**src/rtl/demux_pkg.sv**
```systemverilog
// Shared widths and types for the 1-to-8 demultiplexer.
package demux_pkg;

  localparam int N_OUT = 8;
  localparam int SEL_W = 3;

  typedef logic [N_OUT-1:0] onehot_t;

endpackage : demux_pkg

```
**src/rtl/demux_1_decoder_3to8.sv**
```systemverilog
// 3-to-8 one-hot decoder: sel[N] is high exactly when s == N.
module decoder_3to8
  import demux_pkg::*;
(
  input  logic [SEL_W-1:0] s,
  output onehot_t          sel
);

  // Compare the select against every output index.
  always_comb begin
    sel = '0;
    for (int i = 0; i < N_OUT; i++) begin
      sel[i] = (s == SEL_W'(i));
    end
  end

endmodule : decoder_3to8

```
**src/rtl/demux_1.sv**
```systemverilog
// Registered (or optionally combinational) 1-to-8 demultiplexer.
// The selected output carries d; all other outputs are held at 0.
module demux_1
  import demux_pkg::*;
#(
  parameter bit REGISTERED = 1'b1
) (
  input  logic             clk,
  input  logic             rst_n,
  input  logic             d,
  input  logic [SEL_W-1:0] s,
  output logic             y0,
  output logic             y1,
  output logic             y2,
  output logic             y3,
  output logic             y4,
  output logic             y5,
  output logic             y6,
  output logic             y7
);

  onehot_t sel;
  onehot_t y_d;
  onehot_t y_bus;

  decoder_3to8 u_dec (
    .s   (s),
    .sel (sel)
  );

  // Gate the one-hot select with the data bit.
  assign y_d = sel & {N_OUT{d}};

  if (REGISTERED) begin : g_reg
    onehot_t y_q;

    // Output flops: cleared asynchronously, reloaded on every edge (no enable).
    always_ff @(posedge clk or negedge rst_n) begin
      if (!rst_n) begin
        y_q <= '0;
      end else begin
        y_q <= y_d;
      end
    end

    assign y_bus = y_q;
  end else begin : g_comb
    // Pure decode path; clk and rst_n play no part here.
    assign y_bus = y_d;
  end

  assign y0 = y_bus[0];
  assign y1 = y_bus[1];
  assign y2 = y_bus[2];
  assign y3 = y_bus[3];
  assign y4 = y_bus[4];
  assign y5 = y_bus[5];
  assign y6 = y_bus[6];
  assign y7 = y_bus[7];

endmodule : demux_1

```
**config.mk**
```make
export PLATFORM = sky130hd
export DESIGN_NAME = demux_1
export DESIGN_NICKNAME = d
export VERILOG_FILES = /design/src/rtl/demux_pkg.sv /design/src/rtl/demux_1_decoder_3to8.sv /design/src/rtl/demux_1.sv
export SDC_FILE = /design/constraint.sdc
export NUM_CORES = 1
export LEC_CHECK = 0
export BUFFER_PORTS_ARGS = -buffer_cell sky130_fd_sc_hd__buf_2
export CAP_MARGIN = 0
export CORE_AREA = 2 2 39 41
export DETAILED_ROUTE_END_ITERATION = 16
export DIE_AREA = 0 0 41 43
export PLACE_DENSITY = 0.56
export SLEW_MARGIN = 20
export SYNTH_ARGS = -nofsm -noshare
export SYNTH_HDL_FRONTEND = slang
export SYNTH_HIERARCHICAL = 1
export SYNTH_SLANG_ARGS = --single-unit
```
**constraint.sdc**
```tcl
create_clock -name clk -period 0.8 [get_ports clk]
set_clock_uncertainty 0.15 [all_clocks]
set_input_delay 0.08 -clock clk [delete_from_list [all_inputs] [get_ports clk]]
set_output_delay 0.08 -clock clk [all_outputs]
set_load 0.02 [all_outputs]
```
Yosys cells after proc, flatten, opt, wreduce, memory -nomap -nowiden:

Index checks and enable logic that the tools add are counted.

* register bits after elaboration: 8
* output and inout port bits: 8
* latch bits: 0
* memory bits (read-only): 0
* memories kept: 0
* word-level logic and storage cells: 10
* bits in writable memories: 0

* div/mod/pow operators: 0
* shift-type cells: 0
* multipliers: 0
* order comparisons: 0
* reductions and logical operators: 1
* equal/unequal tests: 7
* $add $sub $neg: 0
* bitwise gates (word level): 1
* mux-type cells: 0

Operators by type and width (count)
* equality test 3 bit, second input constant: 4
* AND 8 bit: 1
* equality test 3 x 2 -> 1 bit, second input constant: 2
* equality test 3 x 1 -> 1 bit, second input constant: 1
* zero test 3 bit: 1

Longest topological paths before layout:

* depth after elaboration: 2
* gate-level depth with buffers: 2
* depth with buffers taken out: 2

Cells and area by module:

The synthesis kept the hierarchy.

By module, submodules not included
* demux_1: area each 250.2 um^2, instances 1, seq. area each 200.2 um^2, cells each 16
* decoder_3to8: area each 65.1 um^2, instances 1, seq. area each 0.0 um^2, cells each 8

Worst setup path after synthesis:

OpenSTA, ideal clock, no wires.

* kind: input -> register
* from: input port s[0]
* to: register g_reg.y_q[3]
* path buffers: 0
* path slack: 0.135 ns
* required time: 0.531 ns
* cell stages on the path: 2
* data arrival time: 0.396 ns
* library setup time: 0.119 ns
* cells stage by stage: and3b_2 and2_1

* longest elaborated chain between the ends: 2

Ends and longest elaborated chain
* start: declaration: RTL line demux_1.sv:11 `input logic [SEL_W-1:0] s,`
* equality test 3 x 2 -> 1 bit: RTL line demux_1_decoder_3to8.sv:13 `sel[i] = (s == SEL_W'(i));`
* AND 8 bit: RTL line demux_1.sv:32 `assign y_d = sel & {N_OUT{d}};`
* net y_d[3]: RTL line demux_1.sv:23 `onehot_t y_d;`
* end signal: assignment: RTL line demux_1.sv:42 `y_q <= y_d;`
* end: declaration: RTL line demux_1.sv:35 `onehot_t y_q;`

The timed path passes the listed nets, and every way through them passes these cells.

Worst setup path after layout:

* from: register g_reg.y_q[2]
* to: output port y2

RTL lines
* end: declaration: RTL line demux_1.sv:14 `output logic y2,`

No word-level cell between the ends.

==> results.md <==
- Run status: finished, violations left
- Failing checks: negative hold slack, negative setup slack
- Worst slew pin tran: 0.185 ns
- RSZ-0062 raised after global routing: yes
- # rows: 14
- Core box area: 1380 sq um
- Die width: 41 microns
- Critical path's slowest cell: dfrtp_1
- Worst Path Required: 0.57 ns
- Fin Hold WS: -0.0192 ns
- Worst vdd ir: 0.458 mV
- Clock sinks: 8
- Detail Placement HPWL: 413 microns
- Share of cells above drive strength 1: 48.8%
- # setup viols final: 8
- Max FFs per register: 8
- Largest net degree at the start of global routing: 9
- Min Tclk post-route: 0.971 ns
- Setup ws final: -0.171 ns
- Die height: 43 microns
- Largest registers: g_reg.y_q: 8 flops
- Max-slew headroom: 87.7%
- Syn. warnings: 6
- Diodes inserted: 0
- Synth Register Bits: 8
- Worst slack at placement: -0.0471 ns
- Cell variety after synth: 6
- CTS Root Cell: clkbuf_4
- Fin cells: 57
- Placer Congestion: 0.626
- TritonCTS clock tree: built
- Total grt overflow: 0
- Routed WL per cell: 8.58 microns
- Placed cells: 53
- Top reg by flops: g_reg.y_q
- Most frequent cells in the layout: and2_1, dfrtp_1, buf_6
- Worst-path cell chain: buf_6
- Final ANT Viol Nets: 0
- Crit. End Element: primary output
- PD cells: 1640 nW/um^2
- Max_cap viols: 0
- Critical path's largest stage delay: 0.37 ns
- Worst-path clk slew: 0.05 ns
- Worst hold path class: in -> reg
- Max Fanout on Critical Path: 1
- Ports: 14
- P_leak: 0.250 nW
- DRT iter0 DRCs: 1
- Vias in the first global route: 204
- H-tree depth: 1
- Setup Buffers After CTS: 0
- CTS Buffer Depth: 2
- Initial antenna violation count: 0
- Vias: 215
- DRC: 0
- DR vias/cell: 3.77
- Setup Crit Path Kind: reg -> out
- First-pass GRT wire length: 759 microns
- IO buf count: 13
- Sequential fraction of the synthesis area: 63.5%
- Final Hold Fails: 8
- Hold_buf cts: 1
- Worst path bufs/invs: 1
- Starting Density: 22.8%
- Crit path launch type: flop
- Nets: 49
- Post-synthesis net count: 30
- CP Data Arrival Time: 0.74 ns
- Area grow syn2layout: 53.2%
- Gate Count Post-Synth: 24
- Delay-heaviest family, CP: flip-flops
- Period utilization: 121%
- Peak Freq: 1030 MHz
- Mean Syn Cell Area: 13.1 sq um
- Total track usage: 6.99%
- Drt pass-1 iters: 2
- Max Slew Vio Count: 0
- Mapped cell area: 315 sq um
- TritonCTS Buffers: 3
- Die area: 1760 sq um
- Post-Route WL: 489 microns
-- final cells by class --
cell class / instances / area, sq um
Clock buffer: 3 / 22.5
Fill cell: 150 / 901
Multi-Input combinational cell: 16 / 115
Sequential cell: 8 / 200
Tap cell: 16 / 20.0
Timing Repair Buffer: 14 / 125
-- power by group --
group / switching [mW] / internal, mW / leakage, nW
registers: 0.00441 / 0.416 / 0.110
clock network: 0.108 / 0.170 / 0.0138
logic: 0.0455 / 0.0479 / 0.126
-- per-layer routing --
layer | vias to the layer above | share of wire (%) | GRT usage (%)
met2 | 15 | 39 | 8.13
met1 | 83 | 44 | 8.28
met4 | 0 | 3.9 | 12.0
met5 | - | 0 | 0
li1 | 115 | - | -
met3 | 2 | 13 | 0
-- cell usage after synthesis (all sizes together) --
cell type | n | share of area [%]
dfrtp | 8 | 63
and3 | 1 | 2.4
and2 | 8 | 16
and3b | 3 | 9.5
nor3b | 3 | 7.1
nor3 | 1 | 1.6
-- timing repair --
action / CTS / global route
hold endpoints to repair: 16 / 1
setup endpoints to repair: 8 / 8
gates resized for setup: 16 / 0
-- per-stage QoR --
step                      hold WS, ns  power (mW)  cell area (sq um)  utilization, %  setup TNS [ns]
after floorplan                -0.366       0.459                315               -               0
after global placement         -0.227       0.502                400            28.9          -0.146
after detailed placement       -0.229       0.503                400            28.9          -0.163
after CTS                     -0.0278       0.808                483            34.9           -1.42
after global routing       -0.0000272       0.842                483            34.9           -1.54
final                         -0.0192       0.791                483            34.9           -1.31
-- path summary, 6_finish.rpt --
kind / depth (start not counted) / to / from / slack [ns]
setup / recovery: 1 / y2 / g_reg.y_q[2] / -0.17
hold / removal: 2 / g_reg.y_q[1] / d / -0.02
max in group asynchronous: 2 / g_reg.y_q[2] / rst_n / 0.29
min in group asynchronous: 2 / g_reg.y_q[1] / rst_n / 0.05
-- cells by family after synthesis --
| group | synth area share (%) |
|---|---|
| simple gates | 36.5 |
| flops | 63.5 |
(Power assumes the default switching activity.)
